[config.mk]
export PLATFORM = sky130hd
export DESIGN_NAME = mem_port_arbiter
export DESIGN_NICKNAME = d
export VERILOG_FILES = /design/src/rtl/mem_port_arbiter.sv
export SDC_FILE = /design/constraint.sdc
export NUM_CORES = 1
export LEC_CHECK = 0
export BUFFER_PORTS_ARGS = -buffer_cell sky130_fd_sc_hd__buf_4
export CAP_MARGIN = 20
export CORE_ASPECT_RATIO = 1.25
export CORE_MARGIN = 1.5
export CORE_UTILIZATION = 40
export DETAILED_ROUTE_END_ITERATION = 6
export PLACE_DENSITY_LB_ADDON = 0.25
export REMOVE_ABC_BUFFERS = 1
export SYNTH_ARGS = -nofsm -noshare
export SYNTH_HDL_FRONTEND = slang
export SYNTH_SLANG_ARGS = --single-unit
[constraint.sdc]
create_clock -name clk -period 2.2 [get_ports clk]
set_input_delay 0.11 -clock clk [delete_from_list [all_inputs] [get_ports clk]]
set_output_delay 0.11 -clock clk [all_outputs]
set_load 0.05 [all_outputs]
[src/rtl/mem_port_arbiter.sv]
// Shares one single-port memory between instruction fetch and data load/store.
// Data has priority, fetch is protected from starvation, and a watchdog aborts unacknowledged accesses.
module mem_port_arbiter #(
  parameter int STARVE_MAX = 3,
  parameter int TIMEOUT    = 16
) (
  input  logic        clk,
  input  logic        rst,
  input  logic        i_req,
  input  logic [31:0] i_addr,
  output logic        i_ack,
  output logic [31:0] i_rdata,
  input  logic        d_req,
  input  logic        d_wr,
  input  logic [31:0] d_addr,
  input  logic [31:0] d_wdata,
  output logic        d_ack,
  output logic [31:0] d_rdata,
  output logic        mem_req,
  output logic        mem_wr,
  output logic [31:0] mem_addr,
  output logic [31:0] mem_wdata,
  input  logic [31:0] mem_rdata,
  input  logic        mem_ack,
  output logic        bus_err,
  output logic        busy
);

  localparam int STARVE_W = (STARVE_MAX < 1) ? 1 : $clog2(STARVE_MAX + 1);
  localparam int WAIT_W   = (TIMEOUT < 1) ? 1 : $clog2(TIMEOUT + 1);

  localparam logic [STARVE_W-1:0] STARVE_LIM = STARVE_W'(STARVE_MAX);
  localparam logic [STARVE_W-1:0] STARVE_ONE = STARVE_W'(1);
  localparam logic [WAIT_W-1:0]   WAIT_LAST  = WAIT_W'((TIMEOUT > 0) ? (TIMEOUT - 1) : 0);
  localparam logic [WAIT_W-1:0]   WAIT_ONE   = WAIT_W'(1);
  localparam logic                WDOG_EN    = (TIMEOUT != 0);

  typedef enum logic [1:0] {
    ST_IDLE = 2'd0,
    ST_WAIT = 2'd1,
    ST_RESP = 2'd2
  } state_t;

  typedef enum logic {
    OWN_FETCH = 1'b0,
    OWN_DATA  = 1'b1
  } owner_t;

  state_t                state_r, state_s;
  owner_t                owner_r, owner_s;
  logic [STARVE_W-1:0]   starve_cnt_r, starve_s;
  logic [WAIT_W-1:0]     wait_cnt_r, wait_s;
  logic                  mem_req_r, mem_req_s;
  logic                  mem_wr_r, mem_wr_s;
  logic [31:0]           mem_addr_r, mem_addr_s;
  logic [31:0]           mem_wdata_r, mem_wdata_s;
  logic                  i_ack_r, i_ack_s;
  logic                  d_ack_r, d_ack_s;
  logic [31:0]           i_rdata_r, i_rdata_s;
  logic [31:0]           d_rdata_r, d_rdata_s;
  logic                  bus_err_r, bus_err_s;
  logic                  busy_r, busy_s;
  logic                  grant_d_s;
  logic                  wdog_hit_s;
  logic [31:0]           resp_data_s;

  // Arbitration, transaction sequencing and next values for every registered output.
  always_comb begin
    state_s     = state_r;
    owner_s     = owner_r;
    starve_s    = starve_cnt_r;
    wait_s      = wait_cnt_r;
    mem_req_s   = mem_req_r;
    mem_wr_s    = mem_wr_r;
    mem_addr_s  = mem_addr_r;
    mem_wdata_s = mem_wdata_r;
    i_ack_s     = 1'b0;
    d_ack_s     = 1'b0;
    i_rdata_s   = i_rdata_r;
    d_rdata_s   = d_rdata_r;
    bus_err_s   = 1'b0;
    resp_data_s = 32'h0000_0000;
    grant_d_s   = d_req && (!i_req || (starve_cnt_r < STARVE_LIM));
    wdog_hit_s  = WDOG_EN && (wait_cnt_r == WAIT_LAST);

    case (state_r)
      ST_IDLE: begin
        if (grant_d_s) begin
          state_s     = ST_WAIT;
          owner_s     = OWN_DATA;
          mem_req_s   = 1'b1;
          mem_wr_s    = d_wr;
          mem_addr_s  = d_addr;
          mem_wdata_s = d_wdata;
          wait_s      = {WAIT_W{1'b0}};
          // Only data grants that overtake a waiting fetch count toward starvation.
          if (i_req) begin
            if (starve_cnt_r != STARVE_LIM) begin
              starve_s = starve_cnt_r + STARVE_ONE;
            end else begin
              starve_s = starve_cnt_r;
            end
          end else begin
            starve_s = {STARVE_W{1'b0}};
          end
        end else if (i_req) begin
          state_s     = ST_WAIT;
          owner_s     = OWN_FETCH;
          mem_req_s   = 1'b1;
          mem_wr_s    = 1'b0;
          mem_addr_s  = i_addr;
          mem_wdata_s = 32'h0000_0000;
          wait_s      = {WAIT_W{1'b0}};
          starve_s    = {STARVE_W{1'b0}};
        end else begin
          state_s = ST_IDLE;
        end
      end

      ST_WAIT: begin
        // A real ack wins over watchdog expiry in the same cycle.
        if (mem_ack || wdog_hit_s) begin
          state_s   = ST_RESP;
          mem_req_s = 1'b0;
          bus_err_s = !mem_ack;
          if (mem_ack && !mem_wr_r) begin
            resp_data_s = mem_rdata;
          end else begin
            resp_data_s = 32'h0000_0000;
          end
          if (owner_r == OWN_DATA) begin
            d_ack_s   = 1'b1;
            d_rdata_s = resp_data_s;
          end else begin
            i_ack_s   = 1'b1;
            i_rdata_s = resp_data_s;
          end
        end else begin
          wait_s = wait_cnt_r + WAIT_ONE;
        end
      end

      ST_RESP: begin
        state_s = ST_IDLE;
      end

      default: begin
        state_s   = ST_IDLE;
        mem_req_s = 1'b0;
      end
    endcase

    busy_s = (state_s != ST_IDLE);
  end

  // State register and registered outputs, cleared by synchronous reset.
  always_ff @(posedge clk) begin
    if (rst) begin
      state_r      <= ST_IDLE;
      owner_r      <= OWN_FETCH;
      starve_cnt_r <= {STARVE_W{1'b0}};
      wait_cnt_r   <= {WAIT_W{1'b0}};
      mem_req_r    <= 1'b0;
      mem_wr_r     <= 1'b0;
      mem_addr_r   <= 32'h0000_0000;
      mem_wdata_r  <= 32'h0000_0000;
      i_ack_r      <= 1'b0;
      d_ack_r      <= 1'b0;
      i_rdata_r    <= 32'h0000_0000;
      d_rdata_r    <= 32'h0000_0000;
      bus_err_r    <= 1'b0;
      busy_r       <= 1'b0;
    end else begin
      state_r      <= state_s;
      owner_r      <= owner_s;
      starve_cnt_r <= starve_s;
      wait_cnt_r   <= wait_s;
      mem_req_r    <= mem_req_s;
      mem_wr_r     <= mem_wr_s;
      mem_addr_r   <= mem_addr_s;
      mem_wdata_r  <= mem_wdata_s;
      i_ack_r      <= i_ack_s;
      d_ack_r      <= d_ack_s;
      i_rdata_r    <= i_rdata_s;
      d_rdata_r    <= d_rdata_s;
      bus_err_r    <= bus_err_s;
      busy_r       <= busy_s;
    end
  end

  assign i_ack     = i_ack_r;
  assign i_rdata   = i_rdata_r;
  assign d_ack     = d_ack_r;
  assign d_rdata   = d_rdata_r;
  assign mem_req   = mem_req_r;
  assign mem_wr    = mem_wr_r;
  assign mem_addr  = mem_addr_r;
  assign mem_wdata = mem_wdata_r;
  assign bus_err   = bus_err_r;
  assign busy      = busy_r;

endmodule

Yosys cells after proc, flatten, opt, wreduce, memory -nomap -nowiden
Cells that the tools add are included.
{"block": "totals", "elab_cells": 73, "out_inout_bits": 134, "regBits": 144, "input_bits": 134}
{"block": "op_classes", "eq_ne": 8, "n_reduce_logical": 18, "add_sub_neg": 2, "muxes": 26, "n_bitwise": 4, "magnitude_cmp": 1}
{"op": "two-way mux 32 bit", "count": 5}
{"op": "two-way mux 5 bit", "count": 3}
{"op": "AND reduction 3 bit", "count": 5}
{"op": "two-way mux 1 bit", "count": 10}
{"op": "two-way mux 2 bit", "count": 5}
{"op": "case mux 5 bit (2 select lines)", "count": 1}
{"op": "inequality test 2 bit, second input constant", "count": 3}
{"op": "nonzero test 2 bit", "count": 3}
{"op": "adder 5 x 1 -> 5 bit, second input constant", "count": 1}
{"op": "equality test 5 x 4 -> 1 bit, second input constant", "count": 1}
{"op": "NOT 1 bit", "count": 4}
{"op": "case mux 2 bit (2 select lines)", "count": 1}
{"op": "zero test 1 bit", "count": 3}
{"op": "inequality test 3 x 2 -> 1 bit, second input constant", "count": 1}
{"op": "inequality test 3 bit, second input constant", "count": 1}
{"op": "case mux 1 bit (3 select lines)", "count": 1}
{"op": "OR reduction 3 bit", "count": 1}
{"op": "adder 2 x 1 -> 2 bit, second input constant", "count": 1}
{"op": "equality test 2 x 1 -> 1 bit, second input constant", "count": 1}
{"op": "equality test 2 bit, second input constant", "count": 1}
{"op": "logical AND 1 bit", "count": 2}
{"op": "zero test 2 bit", "count": 1}
{"op": "logical OR 1 bit", "count": 2}
{"op": "less-than comparator 2 bit, second input constant", "count": 1}
{"op": "AND reduction 2 bit", "count": 1}

Longest topological paths before layout
Gate-level depths: netlist of the first run.
{"block": "depth", "ltp_word": 6, "mapped_depth": 9, "ltp_nobuf": 7}

Least setup slack after synthesis of the first run
Ideal clock, no wire load.
{"block": "synth_path", "path_kind": "register -> register", "start": "register wait_cnt_r[0]", "end": "register d_rdata_r[10] (netlist: d_rdata[10])", "arrival_time_ps": 1725, "stages_incl_launch_ff": 10, "path_slack_ps": 343, "synth_period_minus_slack_ps": 1857, "setup_ps": 132, "path_buffers": 2, "cell_sequence": "dfxtp_1 > ha_1 > and3_1 > ha_1 > or2_1 > and3_1 > buf_2 > buf_2 > nand3_1 > a21oi_1"}
{"block": "synth_via", "elab_chain_cells": 3}
{"element": "start: declaration", "line": "52", "text": "logic [WAIT_W-1:0] wait_cnt_r, wait_s;"}
{"element": "start signal: assignment", "line": "162", "text": "wait_cnt_r <= {WAIT_W{1'b0}};"}
{"element": "start signal: assignment", "line": "177", "text": "wait_cnt_r <= wait_s;"}
{"element": "equality test 5 x 4 -> 1 bit", "line": "84", "text": "wdog_hit_s = WDOG_EN && (wait_cnt_r == WAIT_LAST);"}
{"element": "logical OR 1 bit", "line": "122", "text": "if (mem_ack || wdog_hit_s) begin"}
{"element": "AND reduction 3 bit (no source line)"}
{"element": "end signal: assignment", "line": "185", "text": "d_rdata_r <= d_rdata_s;"}
{"element": "end: declaration", "line": "60", "text": "logic [31:0] d_rdata_r, d_rdata_s;"}
No other way between the ends.
A chain may end at the register's enable or synchronous reset.

Worst setup path after layout of the first run
{"block": "layout_path", "start": "register wait_cnt_r[0]", "end": "register wait_cnt_r[3]"}
{"block": "layout_via", "elab_chain_cells": 4, "word_cells_on_any_way": 7}
{"element": "branches (longest 4 deep; another with adder 5 x 1 -> 5 bit)"}
Parallel ways; which one is timed is not known. The select of a mux whose other input is x is not followed.

==> metrics.cfg, run 1 <==
[sta]
period_share_pct=92.34
relSlewSlack_pct=57.40
fmax_mhz=492.3
finalSetupViolations=0
tightest_slew_ns=0.6390
hold_viol=0
skew_ns=0.009711
final.setup.tns_ns=0
finalWorstPathRequiredPeriod_ns=2.031
rsz0062_at_grt=false
drv_slew=0

[synthesis]
ys.flop_type=dfxtp_1
netlist_instances=565
syn_avg_cell_area_um2=9.325
synth_area_um2=5269
synth_seq_cells=144
synth_edf_count=0
ys_seq_area_share_pct=54.71
yosysUniqueCellTypes=36
async_reset_ff_share_pct=0
ys_warn_count=0

[finish]
drive_gt1_share_pct=33.26
area_delta_synth_final_pct=76.13
diodes=0
stdcell_area_um2=9280
layout.nets=1081

[clock_network]
cts_made_buffers=17
postCtsSetupBuffers=0
clock_path_buffers=2
clock_latency_ns=0.41
cts_tree=built
clkSlewWorstSetupHoldPaths_ns=0.06
numClockSinks=144
cts-htree-levels=4
cts_root_buf=clkbuf_16

[route]
via_per_inst=5.178
wl_per_cell_um=17.36
final_antenna_net_count=0
drcViolationCount=0
dr.pass1.iters=7
drt_iter0_drc=257
routed_wl_um=19510
vias=5820

[global_routing]
gr-total-overflow=0
grt_max_degree=69
antenna_found_initial=0
grt_usage_pct=28.28
grt_pass1_wl_um=31170
grt_pass1_vias=6048

[floorplanning]
io_pins=268
start_util_pct=41.24
die_y_um=131.3
die_w_um=105.7
dieArea_um2=13870
core_area_um2=12780
num_rows=46

[power]
vdd_ir_drop_max_uv=457.1
leakagePower_nw=4.091
powerDensity_nw_per_um2=764.3

[placement]
dpl-instance-area_um2=7398
place.gp.congestion=0.8275
numPortBuffers=267
dpl.hpwl_um=11440

[worst_hold_path]
whs_endpoint=mem_addr[1]
holdPathStages=3
hold_class=in2reg
hold_start=i_addr[1]

[critical_path]
r2r_slack_ns=0.17
path_max_fanout=6
worst_r2r_startpoint=wait_cnt_r[0]
start_kind=flip-flop
reg2reg_to=wait_cnt_r[3]
worstPathRequired_ns=2.54
critPathArrivalTime_ns=2.37
reg2regPathDepth=7
endpoint_kind=flip-flop
crit_type=reg2reg

[status]
status=finished clean

[flow_run]
cap_violations=0

[cells by family (layout without fill, tap and decap cells)]
kind of cell	count (synthesis)	in the layout	synth area share, %
AO/OA/AOI/OAI	140	140	16.03
XOR/XNOR	1	1	0.1663
adder cells (fa/ha/maj)	3	3	0.7125
buffers and inverters	49	440	4.963
flip-flops	144	144	54.71
multiplexers	34	34	6.459
AND/OR/NAND/NOR	194	194	16.96
[worst max path at each step]
stage                                from            end  slack (ns)  depth (start not counted)
final                       wait_cnt_r[0]  wait_cnt_r[3]        0.17                          7
after detailed placement    wait_cnt_r[0]  wait_cnt_r[3]        0.19                          7
after global placement      wait_cnt_r[0]  wait_cnt_r[3]        0.29                          7
after global routing        wait_cnt_r[1]     d_rdata[2]        0.06                          8
after CTS                   wait_cnt_r[0]  wait_cnt_r[3]        0.16                          7
after floorplan           starve_cnt_r[0]   mem_wdata[0]       -3.08                          4
[synth_stat cells, drive strengths merged (2+ instances only)]
library cell / n / area [µm²]
a22oi: 2 / 15.01
nor2: 10 / 40.04
a21oi: 68 / 347.8
dfxtp: 144 / 2883
mux2i: 34 / 340.3
and3: 2 / 12.51
nor2b: 2 / 12.51
or2: 2 / 12.51
a21boi: 2 / 15.02
nand2: 99 / 371.6
nor4b: 2 / 32.53
o21ai: 34 / 170.2
ha: 3 / 37.54
nand3b: 2 / 15.01
buf: 31 / 193.9
nand3: 66 / 330.3
clkbuf: 17 / 63.81
or3: 2 / 12.51
nor3: 3 / 20.02
a22o: 33 / 289.0
[power breakdown]
group / total [mW] / leakage [nW] / switching, mW / internal, mW
clock network: 2.83 / 0.286 / 1.10 / 1.73
registers: 2.82 / 1.17 / 0.0848 / 2.74
logic: 1.44 / 2.63 / 0.844 / 0.594
total: 7.09 / 4.09 / 2.03 / 5.06
[cells in the final DEF (no fill, tap or decap), drive strengths merged]
cell / n
o21ai: 34
xnor2: 1
nand3b: 2
a22oi: 2
dlygate4sd3: 129
nor4b: 2
clkinv: 6
and4b: 1
a21boi: 2
clkbuf: 19
and3: 2
a21o: 1
ha: 3
bufinv: 2
mux2i: 34
and3b: 1
nor2b: 2
buf: 279
nor3: 3
or3: 2
and2: 1
or2: 2
a21oi: 68
nand2: 99
nor2: 10
a22o: 33
dfxtp: 144
clkinvlp: 2
nand2b: 1
inv: 3
nand3: 66
[stage by stage]
stage          hold slack (ns)  utilization [%]  cells  worst slack [ns]  power (mW)
3_3_place_gp            0.3263            57.90    964            0.2872       4.058
2_1_floorplan           0.1791                -    517            -3.078       3.540
3_5_place_dp            0.3311            57.90    964            0.1877       4.081
6_report               0.02293            72.63   1124            0.1686       7.093
5_1_grt               0.009125            72.63   1124           0.05832       7.341
4_1_cts               0.006778            72.60   1124            0.1626       7.099
[per-layer routing]
metal  GRT usage, %  routed length (µm)  vias to the layer above
li1               -                   -                     2727
met1          31.21                7236                     2722
met2          49.35                9972                      318
met3          7.242                1542                       53
met4          14.94                 758                        0
met5              0                   0                        -
[what timing repair did]
| item | 4_1_cts | 5_1_grt |
|---|---|---|
| resized for setup | 0 | 1 |
| endpoints found under the hold margin | 130 | 0 |
| hold buffers | 129 | 0 |
| endpoints found under the setup margin | 0 | 4 |
[layout make-up]
type | instances | area [µm²]
clock buffer | 19 | 452.9
clock inverter | 12 | 133.9
fill | 845 | 3497
inverter | 1 | 3.754
multi-input combinational | 372 | 2157
sequential | 144 | 2883
tap | 168 | 210.2
timing repair buffer | 408 | 3440
[state kept, by name, indices dropped and copies added (netlist names)]
| signal | count |
|---|---|
| state_r | 2 |
| i_ack | 1 |
| d_rdata | 32 |
| mem_req | 1 |
| mem_addr | 32 |
| bus_err | 1 |
| wait_cnt_r | 5 |
| busy | 1 |
| owner_r | 1 |
| starve_cnt_r | 2 |
| mem_wdata | 32 |
| i_rdata | 32 |
| d_ack | 1 |
| mem_wr | 1 |
[worst max-delay path, stage by stage (launching register included)]
cell      delay, ns
dfxtp_1        0.33
ha_1           0.21
and3_1         0.18
ha_1           0.24
nor4b_4        0.38
a21oi_2        0.12
or3_1          0.37
a21boi_1       0.14
(Power assumes the default switching activity.)
==> run 2: changes to the inputs <==
--- a/config.mk
+++ b/config.mk
@@ -9,10 +9,11 @@
 export CAP_MARGIN = 20
 export CORE_ASPECT_RATIO = 1.25
 export CORE_MARGIN = 1.5
-export CORE_UTILIZATION = 40
+export CORE_UTILIZATION = 45
 export DETAILED_ROUTE_END_ITERATION = 6
 export PLACE_DENSITY_LB_ADDON = 0.25
 export REMOVE_ABC_BUFFERS = 1
+export SLEW_MARGIN = 20
 export SYNTH_ARGS = -nofsm -noshare
 export SYNTH_HDL_FRONTEND = slang
 export SYNTH_SLANG_ARGS = --single-unit
==> run 2 against run 1 <==
  * The run now ends with setup timing left
  * Critical path depth down 1
  * Hold slack better by 0.21 ns
  * Highest routed layer unchanged
  * Via count up 4.3%
  * Critical path type unchanged
==> metrics.cfg, run 2 (same netlist as run 1, synthesis figures left out) <==
[status]
status=finished, violations left
violations=setup timing

[floorplanning]
dieArea_um2=12370
core_area_um2=11510
start_util_pct=45.79
io_pins=268
num_rows=44
die_w_um=99.78
die_y_um=124.0

[power]
vdd_ir_drop_max_uv=514.6
leakagePower_nw=4.122
total_power_mw=7.314
powerDensity_nw_per_um2=784.8

[finish]
layout.nets=1086
layout_common_cells=buf_4 (277), dfxtp_1 (144), dlygate4sd3_1 (131)
final_common_cell=buf_4
area_delta_synth_final_pct=76.89
drive_gt1_share_pct=33.40
diodes=0

[sta]
whs_ns=0.2300
skew_ns=0.01164
tightest_slew_ns=0.6431
period_share_pct=101.1
setup_ws_ns=-0.02508
relSlewSlack_pct=57.13
finalWorstPathRequiredPeriod_ns=2.225
fmax_mhz=449.4
hold_viol=0
drv_slew=0
finalSetupViolations=1

[route]
routed_wl_um=21030
drt_iter0_drc=298
wl_per_cell_um=19.13
drcViolationCount=0
via_per_inst=5.522
final_antenna_net_count=0
dr.pass1.iters=5
vias=6069

[placement]
dpl.hpwl_um=11220
numPortBuffers=267
place.gp.congestion=0.7913
place_ws_ns=0.2052

[clock_network]
clkSlewWorstSetupHoldPaths_ns=0.06
clock_path_buffers=2
cts-htree-levels=4
cts_root_buf=clkbuf_16
clock_latency_ns=0.42
numClockSinks=144
cts_tree=built
cts_resized=0
cts_made_buffers=17

[global_routing]
grt_max_degree=67
grt_pass1_wl_um=30770
gr-total-overflow=0
antenna_found_initial=0
grt_usage_pct=32.18
grt_pass1_vias=5967

[critical_path]
endpoint_kind=flip-flop
cp.buffers_inverters=2
worstSetupStartpoint=starve_cnt_r[0]
cp_top_family=buffers and inverters
start_kind=flip-flop
path_max_fanout=16
slowest_stage=dlygate4sd3_1
crit_chain=ha_1 > a21boi_4 > buf_12 > mux2i_1 > dlygate4sd3_1 > o21ai_1
reg2regPathDepth=6
critPathArrivalTime_ns=2.51
cp.depth=6
worst_r2r_startpoint=starve_cnt_r[0]
worstPathRequired_ns=2.48
crit_type=reg2reg
critPathMaxStageDelay_ns=0.63

[worst_hold_path]
hold_start=d_req
holdPathStages=4
hold_class=in2reg

[flow_run]
cap_violations=0

-- run 2: changes by cell type in the layout (fill, tap and decap cells not counted), moves of 2 or more --
cell           change
clkinv_2           -3
inv_6              +2
buf_4              +3
dlygate4sd3_1      +2
clkbuf_8           -2
-- run 2: where the power goes --
part	internal (mW)	leakage (nW)	total, mW	switching (mW)
sequential	2.74	1.17	2.83	0.0933
clock	1.80	0.287	2.99	1.19
combinational	0.619	2.66	1.50	0.876
-- run 2: final cells by class --
class,instances,area (µm²)
multi-input combinational,372,2157
sequential,144,2883
clock inverter,14,182.7
clock buffer,17,425.4
tap,138,172.7
timing repair buffer,413,3496
inverter,1,3.754
fill,609,2186
-- run 2: path summary, 6_finish.rpt --
kind,end,slack [ns]
setup / recovery,mem_addr[3],-0.03
hold / removal,starve_cnt_r[1],0.23
setup reg to reg,mem_addr[3],-0.03
hold reg to reg,mem_addr[19],0.45
-- run 2: metal layers --
metal / vias up / part of all wire (%) / track usage (%)
li1: 2737 / - / -
met2: 390 / 51 / 56.42
met5: - / 0 / 0
met4: 0 / 3.8 / 15.23
met3: 74 / 8.8 / 9.764
met1: 2868 / 37 / 35.64
-- run 2: worst reg2reg max path: cells and delay by family, from the launching register on --
family / cells / cell delay, ns
AO/OA/AOI/OAI: 2 / 0.38
flip-flops: 1 / 0.33
buffers and inverters: 2 / 0.84
multiplexers: 1 / 0.29
adder cells (fa/ha/maj): 1 / 0.25
-- run 2: through the flow --
stage	area [µm²]	setup TNS [ns]	instances	util [%]
after floorplan	5011	-231.73	517	-
after detailed placement	7376	0	936	64.10
after CTS	9295	0	1098	80.79
after global routing	9320	-0.06861	1099	81.00
final	9320	-0.02508	1099	81.00
after global placement	7376	0	936	64.10
-- run 2: what timing repair did --
item | in CTS | in global routing
endpoints found under the setup margin | 0 | 3
setup buffers | 0 | 0
endpoints found under the hold margin | 137 | 0
hold buffers | 131 | 0
